**config.mk**
```make
export PLATFORM = sky130hd
export DESIGN_NAME = vram_cpu_port
export DESIGN_NICKNAME = d
export VERILOG_FILES = /design/src/rtl/ppu_pkg.sv /design/src/rtl/vram_cpu_port.sv
export SDC_FILE = /design/constraint.sdc
export NUM_CORES = 1
export LEC_CHECK = 0
export BUFFER_PORTS_ARGS = -buffer_cell sky130_fd_sc_hd__buf_2
export CORE_ASPECT_RATIO = 0.6
export CORE_MARGIN = 8
export CORE_UTILIZATION = 45
export DETAILED_ROUTE_END_ITERATION = 7
export PLACE_DENSITY = 0.8
export SKIP_CTS_REPAIR_TIMING = 1
export SLEW_MARGIN = 20
export SYNTH_ARGS = -nofsm -noshare
export SYNTH_HDL_FRONTEND = slang
export SYNTH_SLANG_ARGS = --single-unit
```
**constraint.sdc**
```tcl
create_clock -name clk -period 2.4 [get_ports clk]
set_input_delay 0.48 -clock clk [delete_from_list [all_inputs] [get_ports clk]]
set_output_delay 0.48 -clock clk [all_outputs]
set_load 0.005 [all_outputs]
```
**src/rtl/ppu_pkg.sv**
```systemverilog
// rtl/ppu_pkg.sv - PPU shared types, register addresses and VRAM address helpers
package ppu_pkg;

    // VMAIN fields that affect the VRAM port; bits 6:4 have no effect and are not stored
    typedef struct packed {
        logic       inc_high;
        logic [1:0] remap;
        logic [1:0] step;
    } vmain_type;

    localparam logic [7:0] REG_VMAIN       = 8'h15;
    localparam logic [7:0] REG_VMADDL      = 8'h16;
    localparam logic [7:0] REG_VMADDH      = 8'h17;
    localparam logic [7:0] REG_VMDATAL     = 8'h18;
    localparam logic [7:0] REG_VMDATAH     = 8'h19;
    localparam logic [7:0] REG_VMDATALREAD = 8'h39;
    localparam logic [7:0] REG_VMDATAHREAD = 8'h3A;

    typedef enum logic [1:0] {
        VP_IDLE    = 2'd0,
        VP_WRITE   = 2'd1,
        VP_PF_ADDR = 2'd2,
        VP_PF_CAP  = 2'd3
    } vram_port_state_type;

    // Bus-side address translation: rotates the low 8/9/10 bits left by three
    function automatic logic [14:0] vram_remap(input logic [14:0] addr, input logic [1:0] mode);
        logic [14:0] result;
        case (mode)
            2'd0:    result = addr;
            2'd1:    result = {addr[14:8], addr[4:0], addr[7:5]};
            2'd2:    result = {addr[14:9], addr[5:0], addr[8:6]};
            default: result = {addr[14:10], addr[6:0], addr[9:7]};
        endcase
        return result;
    endfunction

    // Word increment selected by VMAIN step; 11 aliases 10
    function automatic logic [14:0] vram_step(input logic [1:0] step);
        logic [14:0] result;
        case (step)
            2'd0:    result = 15'd1;
            2'd1:    result = 15'd32;
            default: result = 15'd128;
        endcase
        return result;
    endfunction

endpackage

```
**src/rtl/vram_cpu_port.sv**
```systemverilog
// rtl/vram_cpu_port.sv - CPU VRAM port: VMAIN/VMADD/VMDATA writes and prefetch read latch
module vram_cpu_port
    import ppu_pkg::*;
(
    input  logic        clk,
    input  logic        reset_n,
    input  logic        cpu_wr,
    input  logic        cpu_rd,
    input  logic [7:0]  cpu_addr,
    input  logic [7:0]  cpu_wdata,
    output logic [7:0]  cpu_rdata,
    output logic        cpu_rd_hit,
    input  logic        vram_blocked,
    input  logic [14:0] ppu_addr,
    output logic [14:0] ram_addr,
    output logic        ram_we,
    output logic [1:0]  ram_be,
    output logic [15:0] ram_wdata,
    input  logic [15:0] ram_rdata
);

    vram_port_state_type state;
    vram_port_state_type state_next;

    vmain_type   vmain;
    logic [14:0] vmadd;
    logic [15:0] latch;
    logic        inc_pending;

    logic        wr_go;
    logic        rd_go;
    logic        rd_lo_inc;
    logic        rd_hi_inc;
    logic [14:0] bus_addr;

    // Strobes are only honoured from IDLE; a write wins over a simultaneous read
    assign wr_go = cpu_wr && (state == VP_IDLE);
    assign rd_go = cpu_rd && !cpu_wr && (state == VP_IDLE);

    // A data read increments (and refetches) only on the byte selected by inc_high
    assign rd_lo_inc = (cpu_addr == REG_VMDATALREAD) && !vmain.inc_high;
    assign rd_hi_inc = (cpu_addr == REG_VMDATAHREAD) &&  vmain.inc_high;

    assign bus_addr = vram_remap(vmadd, vmain.remap);

    // FSM state register
    always_ff @(posedge clk or negedge reset_n) begin
        if (!reset_n) begin
            state <= VP_IDLE;
        end else begin
            state <= state_next;
        end
    end

    // FSM next-state decode
    always_comb begin
        state_next = state;
        case (state)
            VP_IDLE: begin
                if (wr_go) begin
                    case (cpu_addr)
                        REG_VMADDL, REG_VMADDH:   state_next = VP_PF_ADDR;
                        REG_VMDATAL, REG_VMDATAH: state_next = VP_WRITE;
                        default:                  state_next = VP_IDLE;
                    endcase
                end else if (rd_go && (rd_lo_inc || rd_hi_inc)) begin
                    state_next = VP_PF_ADDR;
                end
            end
            VP_WRITE:   state_next = VP_IDLE;
            VP_PF_ADDR: state_next = VP_PF_CAP;
            VP_PF_CAP:  state_next = VP_IDLE;
            default:    state_next = VP_IDLE;
        endcase
    end

    // FSM outputs: the port drives the VRAM bus only in WRITE/PF_ADDR while not rendering
    always_comb begin
        ram_addr = ppu_addr;
        ram_we   = 1'b0;
        if (!vram_blocked) begin
            if (state == VP_WRITE || state == VP_PF_ADDR) begin
                ram_addr = bus_addr;
            end
            if (state == VP_WRITE) begin
                ram_we = 1'b1;
            end
        end
    end

    // VMAIN register and write-lane setup captured at the write strobe
    always_ff @(posedge clk or negedge reset_n) begin
        if (!reset_n) begin
            vmain     <= '0;
            ram_be    <= 2'b00;
            ram_wdata <= 16'h0000;
        end else if (wr_go) begin
            case (cpu_addr)
                REG_VMAIN: begin
                    vmain.inc_high <= cpu_wdata[7];
                    vmain.remap    <= cpu_wdata[3:2];
                    vmain.step     <= cpu_wdata[1:0];
                end
                REG_VMDATAL: begin
                    ram_be    <= 2'b01;
                    ram_wdata <= {cpu_wdata, cpu_wdata};
                end
                REG_VMDATAH: begin
                    ram_be    <= 2'b10;
                    ram_wdata <= {cpu_wdata, cpu_wdata};
                end
                default: ;
            endcase
        end
    end

    // VMADD: byte loads from the CPU, step increment at the end of WRITE/PF_ADDR
    always_ff @(posedge clk or negedge reset_n) begin
        if (!reset_n) begin
            vmadd       <= 15'h0000;
            inc_pending <= 1'b0;
        end else if (wr_go) begin
            case (cpu_addr)
                REG_VMADDL: begin
                    vmadd[7:0]  <= cpu_wdata;
                    inc_pending <= 1'b0;
                end
                REG_VMADDH: begin
                    vmadd[14:8] <= cpu_wdata[6:0];
                    inc_pending <= 1'b0;
                end
                REG_VMDATAL: inc_pending <= !vmain.inc_high;
                REG_VMDATAH: inc_pending <=  vmain.inc_high;
                default: ;
            endcase
        end else if (rd_go) begin
            inc_pending <= rd_lo_inc || rd_hi_inc;
        end else if ((state == VP_WRITE || state == VP_PF_ADDR) && inc_pending) begin
            vmadd <= vmadd + vram_step(vmain.step);
        end
    end

    // Prefetch latch: captures the word that came back from the PF_ADDR access
    always_ff @(posedge clk or negedge reset_n) begin
        if (!reset_n) begin
            latch <= 16'h0000;
        end else if (state == VP_PF_CAP) begin
            latch <= ram_rdata;
        end
    end

    // CPU read port: return the latch byte and flag whether the address hit
    always_ff @(posedge clk or negedge reset_n) begin
        if (!reset_n) begin
            cpu_rdata  <= 8'h00;
            cpu_rd_hit <= 1'b0;
        end else if (rd_go) begin
            case (cpu_addr)
                REG_VMDATALREAD: begin
                    cpu_rdata  <= latch[7:0];
                    cpu_rd_hit <= 1'b1;
                end
                REG_VMDATAHREAD: begin
                    cpu_rdata  <= latch[15:8];
                    cpu_rd_hit <= 1'b1;
                end
                default: cpu_rd_hit <= 1'b0;
            endcase
        end
    end

endmodule
```
==> results.yml, run 1 <==
setup_path:
  endpoint: "ram_addr[2]"
  r2r_start: "state[0]"
  reg2reg_depth: 6
  critPathKind: "reg2out"
  cp.arrival_ns: 1.79
  rr_endpoint: "vmadd[5]"
  cp-end-kind: "primary output"
  critical_path.startpoint_type: "flop"
  cp_max_fo: 6
  crit_start: "vmain[2]"
  required_ns: 1.92
  r2r_slack_ns: 0.27
pwr:
  p_leak_uw: 0.00207
  cellPowerDensity_nw_per_um2: 1090
  peakVddDrop_mv: 0.462
detailed_routing:
  wl_um: 9220
  drt_iter0_drc: 393
  drc: 0
  ant_nets: 0
  viasPerCell: 5.56
  wl_per_cell_um: 17.8
  dr.pass1.iters: 5
  vias: 2882
timing:
  skew_ns: 0.00573
  finalCriticalPeriod_ns: 2.27
  slew_violations: 0
  fin_setup_tns_ns: 0
  timing.final.crit_share: 0.948
  maxSlewHeadroom: 0.526
  clock.fmax_mhz: 440
  hold_violations: 0
  tightestPinTransition_ns: 0.711
  rsz0062_at_grt: "no"
  setup_viol: 0
global_route:
  grt_pass1_wl_um: 14600
  grt_util_all_layers: 0.178
  antenna_found_initial: 0
  grt_pass1_vias: 2818
  grt_overflow: 0
  grt_max_degree: 59
outcome:
  status: "finished clean"
place:
  postPlaceCellArea_um2: 3890
  portBuffers: 94
  hpwl_um: 6900
  gp_congestion: 0.879
floorplan:
  io_pins: 95
  dieArea_um2: 10500
  num_rows: 24
  die_w_um: 127
  core-area_um2: 7240
  initial_core_util: 0.462
  die_y_um: 82.8
synthesis:
  synth.distinct_cells: 47
  synth.yosys.warnings: 0
  synth_enable_flop_cells: 0
  ys_seq_elements: 58
  yosys_most_used_dff: "dfrtp_1"
  synth.avg_cell_area_um2: 10.4
  ys_seq_area_frac: 0.434
  synth.net_count: 383
  netlist_area_um2: 3340
  async_reset_ff_frac: 1.00
  syn-instance-count: 322
job:
  drv_cap: 0
min_path:
  holdCritPathClass: "in2async"
layout:
  nFillCells: 608
  nets: 470
  final_cell_mix: "buf_2 (94), dfrtp_1 (58), mux2_2 (38)"
  final_common_cell: "buf_2"
  drive_gt1_frac: 0.413
  design_area_um2: 4190
  area_growth_pct: 25.4
  num_antenna_cells: 0
cts:
  clock_latency_ns: 0.33
  htree_num_levels: 3
  numClockSinks: 58
  cts_buffers: 9
  cts-root-buf: "clkbuf_16"
  clk_path_buf_depth: 2
  clkTransAtPathRegs_ns: 0.05
  tritoncts: "yes"
-- cell families after synthesis --
kind of cell / Yosys count / share of synthesized area
flops: 58 / 0.434
compound gates: 70 / 0.126
mux: 62 / 0.211
fa+ha+maj: 9 / 0.0337
xor+xnor: 4 / 0.0105
buf+inv: 37 / 0.0550
simple gates: 82 / 0.129
-- stage by stage --
| stage | utilization | setup slack [ns] | total power [uW] | hold slack [ns] | std cells |
|---|---|---|---|---|---|
| 4_1_cts | 0.577 | -0.125 | 4500 | 0.161 | 518 |
| 5_1_grt | 0.579 | 0.0298 | 4850 | 0.173 | 518 |
| 3_5_place_dp | 0.537 | 0.236 | 3240 | 0.479 | 502 |
| 3_3_place_gp | 0.537 | 0.293 | 3150 | 0.464 | 502 |
| 6_report | 0.579 | 0.125 | 4550 | 0.144 | 518 |
| 2_1_floorplan | - | 0.301 | 2700 | 0.184 | 322 |
-- area by class of cell --
cell class              count  area [um^2]  area share
flip-flops and latches     58         1450       0.346
multi-input cells         227         1730       0.412
clock buffers              10          229      0.0546
repair buffers            105          566       0.135
clock inverters             6         57.6      0.0137
inverters                   8         30.0     0.00716
well taps                 104          130      0.0310
-- per-layer routing --
metal | vias to the layer above | GRT usage | part of all wire
li1 | 1329 | - | -
met1 | 1382 | 0.239 | 0.45
met2 | 156 | 0.264 | 0.43
met3 | 15 | 0.0561 | 0.11
met4 | 0 | 0.0719 | 0.016
met5 | - | 0 | 0
-- Yosys cell counts, drive strengths merged (2+ instances only) --
library cell / instances / area, um^2
a31oi: 5 / 31.3
a2bb2oi: 4 / 35.0
and2: 2 / 12.5
nor2b: 4 / 25.0
inv: 8 / 30.0
mux2i: 20 / 200
xnor2: 3 / 26.3
o22ai: 4 / 25.0
buf: 17 / 109
o21ai: 25 / 133
nand2: 22 / 82.6
nand3: 8 / 40.0
o22a: 2 / 17.5
ha: 9 / 113
nand4: 6 / 37.5
dfrtp: 58 / 1450
a21oi: 21 / 105
mux4: 3 / 67.6
o31a: 2 / 17.5
nor3b: 3 / 27.5
clkbuf: 12 / 45.0
nor2: 24 / 90.1
mux2: 39 / 439
and3: 4 / 25.0
-- worst max-delay path, stage by stage, from the launching register on --
cell,delay [ns]
dfrtp_1,0.50
mux4_2,0.57
mux2_2,0.28
buf_2,0.13
-- where the power goes --
| group | leakage, uW | internal [uW] | switching [uW] |
|---|---|---|---|
| combinational | 0.00119 | 840 | 858 |
| clock | 0.000142 | 794 | 440 |
| sequential | 0.000735 | 1290 | 328 |
| total | 0.00207 | 2930 | 1630 |
-- how the worst min path moves through the flow --
stage                    from             to  slack (ns)  cells past startpoint
global placement    ram_be[0]      ram_be[0]        0.46                      2
detailed placement  ram_be[0]      ram_be[0]        0.48                      2
CTS                   reset_n  ram_wdata[14]        0.16                      2
global route          reset_n       latch[7]        0.17                      2
finish                reset_n       latch[7]        0.14                      2
floorplan             reset_n     cpu_rd_hit        0.18                      0
-- flip-flops by register name, summed over array words and instances, names as in the netlist, 2 cells and up --
signal and cells:
state 2, ram_be 2, vmain 5, vmadd 15, latch 16, cpu_rdata 8
ram_wdata 8
Note: power is estimated with default switching activity, not from simulation.
==> run 2: changes to the inputs <==
--- a/config.mk
+++ b/config.mk
@@ -8,9 +8,9 @@
 export BUFFER_PORTS_ARGS = -buffer_cell sky130_fd_sc_hd__buf_2
 export CORE_ASPECT_RATIO = 0.6
 export CORE_MARGIN = 8
-export CORE_UTILIZATION = 45
+export CORE_UTILIZATION = 52
 export DETAILED_ROUTE_END_ITERATION = 7
-export PLACE_DENSITY = 0.8
+export PLACE_DENSITY = 0.89
 export SKIP_CTS_REPAIR_TIMING = 1
 export SLEW_MARGIN = 20
 export SYNTH_ARGS = -nofsm -noshare
==> results.yml, run 2 (synthesis results as in run 1) <==
outcome:
  status: "finished clean"
setup_path:
  reg2reg_depth: 8
  critPathKind: "reg2out"
  rr_endpoint: "vmadd[14]"
  required_ns: 1.92
  cp_max_fo: 6
  endpoint: "ram_addr[2]"
  crit_start: "vmain[2]"
  cp-end-kind: "primary output"
  critical_path.startpoint_type: "flop"
  cp.arrival_ns: 1.85
  r2r_slack_ns: 0.18
  r2r_start: "vmain[1]"
detailed_routing:
  ant_nets: 0
  drc: 0
  dr.pass1.iters: 4
  wl_per_cell_um: 17.9
  vias: 2824
  viasPerCell: 5.68
  drt_iter0_drc: 177
  wl_um: 8890
timing:
  maxSlewHeadroom: 0.490
  slew_violations: 0
  setup_viol: 0
  clock.fmax_mhz: 429
  finalCriticalPeriod_ns: 2.33
  timing.final.crit_share: 0.971
  skew_ns: 0.00581
  hold_violations: 0
  worst_slack_ns: 0.0702
  tightestPinTransition_ns: 0.764
  whs_ns: 0.284
  fin_setup_tns_ns: 0
layout:
  fin_cells: 497
  top_regs: "latch: 16 flops, vmadd: 15 flops"
  num_antenna_cells: 0
  drive_gt1_frac: 0.412
  largest_reg_flops: 16
  final_common_cell: "buf_2"
  regMostFlops: "latch"
  area_growth_pct: 21.8
  final_cell_mix: "buf_2 (94), dfrtp_1 (58), mux2_2 (38)"
  nets: 470
cts:
  cts_buffers: 9
  clock_latency_ns: 0.33
  tritoncts: "yes"
  clkTransAtPathRegs_ns: 0.06
  numClockSinks: 58
  htree_num_levels: 3
  clk_path_buf_depth: 2
  cts-root-buf: "clkbuf_8"
floorplan:
  core-area_um2: 6170
  num_rows: 22
  die_w_um: 120
  die_y_um: 78.1
  dieArea_um2: 9340
  io_pins: 95
  initial_core_util: 0.542
job:
  drv_cap: 0
pwr:
  peakVddDrop_mv: 0.442
  cellPowerDensity_nw_per_um2: 1050
  power.total_uw: 4260
  p_leak_uw: 0.00203
place:
  gp_congestion: 0.892
  hpwl_um: 6690
  portBuffers: 94
  dp_cells: 481
  pre_cts_ws_ns: 0.165
global_route:
  grt_pass1_wl_um: 14200
  antenna_found_initial: 1
  grt_pass1_vias: 2866
  grt_max_degree: 59
  grt_overflow: 0
  grt_util_all_layers: 0.189
min_path:
  holdCritPathClass: "in2async"
## run 2: changes by cell type in the layout (fill, tap and decap cells not counted), sizes merged
cell | before | now
clkinvlp | 1 | 0
clkbuf | 10 | 13
clkinv | 4 | 1
## run 2: per-layer routing
| metal | global-route usage | routed length, um |
|---|---|---|
| met1 | 0.237 | 3830 |
| met2 | 0.295 | 3990 |
| met3 | 0.0650 | 880 |
| met4 | 0.0743 | 174 |
| met5 | 0 | 11 |
## run 2: worst max-delay path, stage by stage (launching register included)
cell and delay [ns]:
dfrtp_1 0.55, mux4_2 0.57, mux2_2 0.28, buf_2 0.13
## run 2: stage by stage
step,utilization,cell area (um^2)
after floorplan,-,3340
after global placement,0.623,3840
after detailed placement,0.623,3840
after CTS,0.656,4050
after global routing,0.661,4070
final,0.661,4070
## run 2: worst min path at each step
stage                          from         end  slack, ns  depth (start not counted)
after floorplan             reset_n  cpu_rd_hit       0.18                          0
after global placement    ram_be[0]   ram_be[0]       0.46                          2
after detailed placement  ram_be[0]   ram_be[0]       0.47                          2
after CTS                   reset_n    latch[3]       0.30                          2
after global routing        reset_n    latch[3]       0.35                          2
final                       reset_n    latch[3]       0.28                          2
## run 2: area by class of cell
cell class	instances	area (um^2)
Tap cell	84	105
Fill cell	464	2090
Timing Repair Buffer	105	553
Multi-Input combinational cell	227	1730
Clock buffer	13	169
Inverter	8	30.0
Clock inverter	2	35.0
Sequential cell	58	1450
## run 2: report_power, final
part,internal (uW),leakage (uW),switching (uW),total [uW]
sequential,1290,0.000735,297,1590
clock,557,0.000106,365,923
combinational,868,0.00119,886,1750
total,2720,0.00203,1550,4260
==> run 3: changes to the inputs <==
==> constraint.sdc (replaced) <==
create_clock -name clk -period 2.4 [get_ports clk]
set_input_delay 0.24 -clock clk [delete_from_list [all_inputs] [get_ports clk]]
set_output_delay 0.24 -clock clk [all_outputs]
set_load 0.005 [all_outputs]
==> results.yml, run 3 (synthesis results as in run 1) <==
global_route:
  grt_max_degree: 24
  grt_util_all_layers: 0.191
  grt_pass1_wl_um: 14400
  grt_pass1_vias: 2782
  grt_overflow: 0
  antenna_found_initial: 0
setup_path:
  reg2reg_depth: 8
  crit_start: "vmain[1]"
  required_ns: 2.67
  critPathKind: "reg2reg"
  cp_max_fo: 7
  cp-end-kind: "flop"
  slowest_delay_ns: 0.47
  endpoint: "vmadd[14]"
  slowest_stage: "o21ai_1"
  r2r_slack_ns: 0.21
  critical_path.startpoint_type: "flop"
  crit_chain: "nor2_1 -> ha_1 -> ha_1 -> nand3_1 -> o21ai_1 -> nand3_1 -> o311a_1 -> o21ai_1"
  rr_endpoint: "vmadd[14]"
  cp.arrival_ns: 2.46
  r2r_start: "vmain[1]"
timing:
  finalCriticalPeriod_ns: 2.19
  hold_violations: 0
  tightestPinTransition_ns: 0.732
  clock.fmax_mhz: 457
  timing.final.crit_share: 0.913
  rsz0062_at_grt: "no"
  maxSlewHeadroom: 0.512
  skew_ns: 0.00950
  slew_violations: 0
  setup_viol: 0
  whs_ns: 0.134
floorplan:
  die_y_um: 78.1
  initial_core_util: 0.542
  num_rows: 22
  die_w_um: 120
  core-area_um2: 6170
  dieArea_um2: 9340
  io_pins: 95
layout:
  area_growth_pct: 20.0
  drive_gt1_frac: 0.405
  regMostFlops: "latch"
  design_area_um2: 4010
  nets: 470
  num_antenna_cells: 0
  multi_input_area_um2: 1710
  nFillCells: 512
  final_util: 0.651
  final_common_cell: "buf_2"
  top_regs: "latch: 16 flops, vmadd: 15 flops"
  final_cell_mix: "buf_2 (94), dfrtp_1 (58), mux2_2 (38)"
  seq_area_um2: 1450
  largest_reg_flops: 16
detailed_routing:
  dr.pass1.iters: 5
  ant_nets: 0
  drt_iter0_drc: 154
  wl_per_cell_um: 18.1
  vias: 2795
  viasPerCell: 5.64
  wl_um: 9000
  drc: 0
pwr:
  power.total_uw: 4020
  cellPowerDensity_nw_per_um2: 1000
  p_leak_uw: 0.00200
  peakVddDrop_mv: 0.445
cts:
  cts-root-buf: "clkbuf_8"
  numClockSinks: 58
  clock_latency_ns: 0.34
  clk_path_buf_depth: 2
  htree_num_levels: 3
  tritoncts: "yes"
  clkTransAtPathRegs_ns: 0.06
  cts_buffers: 9
job:
  drv_cap: 0
min_path:
  holdCritPathClass: "in2reg"
place:
  portBuffers: 94
  gp_congestion: 0.973
  postPlaceCellArea_um2: 3840
  hpwl_um: 7000
outcome:
  status: "finished clean"
run 3: cell types whose count changed in the layout (fill, tap and decap cells not counted):
cell | previous run | this run
clkbuf_8 | 12 | 10
buf_4 | 11 | 10
bufinv_16 | 1 | 0
clkinv_2 | 1 | 2
clkinvlp_4 | 0 | 1
dlygate4sd3_1 | 0 | 1
ha_1 | 8 | 9
ha_4 | 1 | 0
nand2b_2 | 0 | 1
nand2b_4 | 1 | 0
run 3: cell type report:
type / count / area share
multi-input cells: 227 / 0.427
flip-flops and latches: 58 / 0.362
repair buffers: 105 / 0.138
clock buffers: 11 / 0.0352
well taps: 84 / 0.0262
inverters: 8 / 0.00748
clock inverters: 3 / 0.00437
run 3: metal layers:
metal  track usage  vias up  part of all wire
met3        0.0607       12             0.082
met5             0        -                 0
met1         0.250     1335              0.45
met4        0.0570        0             0.011
li1              -     1326                 -
met2         0.297      122              0.45
run 3: worst max-delay path: cells and delay by family (launching register included):
kind | cells | cell delay [ns]
adder cells (fa/ha/maj) | 2 | 0.44
AND/OR/NAND/NOR | 3 | 0.39
flip-flops | 1 | 0.41
AO/OA/AOI/OAI | 3 | 0.88
run 3: metrics by stage:
stage | setup TNS (ns) | instances | setup slack (ns)
finish | 0 | 496 | 0.210
global route | 0 | 496 | 0.0150
floorplan | 0 | 322 | 0.541
global placement | 0 | 481 | 0.367
CTS | -0.00318 | 495 | -0.00236
detailed placement | 0 | 481 | 0.297
run 3: worst min path at each step:
stage                     slack (ns)            end  cells after the start           from
after floorplan                -0.06     cpu_rd_hit                      0        reset_n
after global placement          0.23      latch[11]                      1        reset_n
final                           0.13      latch[13]                      2  ram_rdata[13]
after CTS                      -0.13  ram_wdata[13]                      1        reset_n
after detailed placement        0.23      latch[11]                      1        reset_n
after global routing            0.12      latch[15]                      2  ram_rdata[15]
run 3: report_power, final:
part | switching, uW | leakage (uW) | internal [uW] | total (uW)
Clock | 373 | 0.0000810 | 387 | 760
Sequential | 330 | 0.000735 | 1290 | 1620
Combinational | 825 | 0.00118 | 815 | 1640
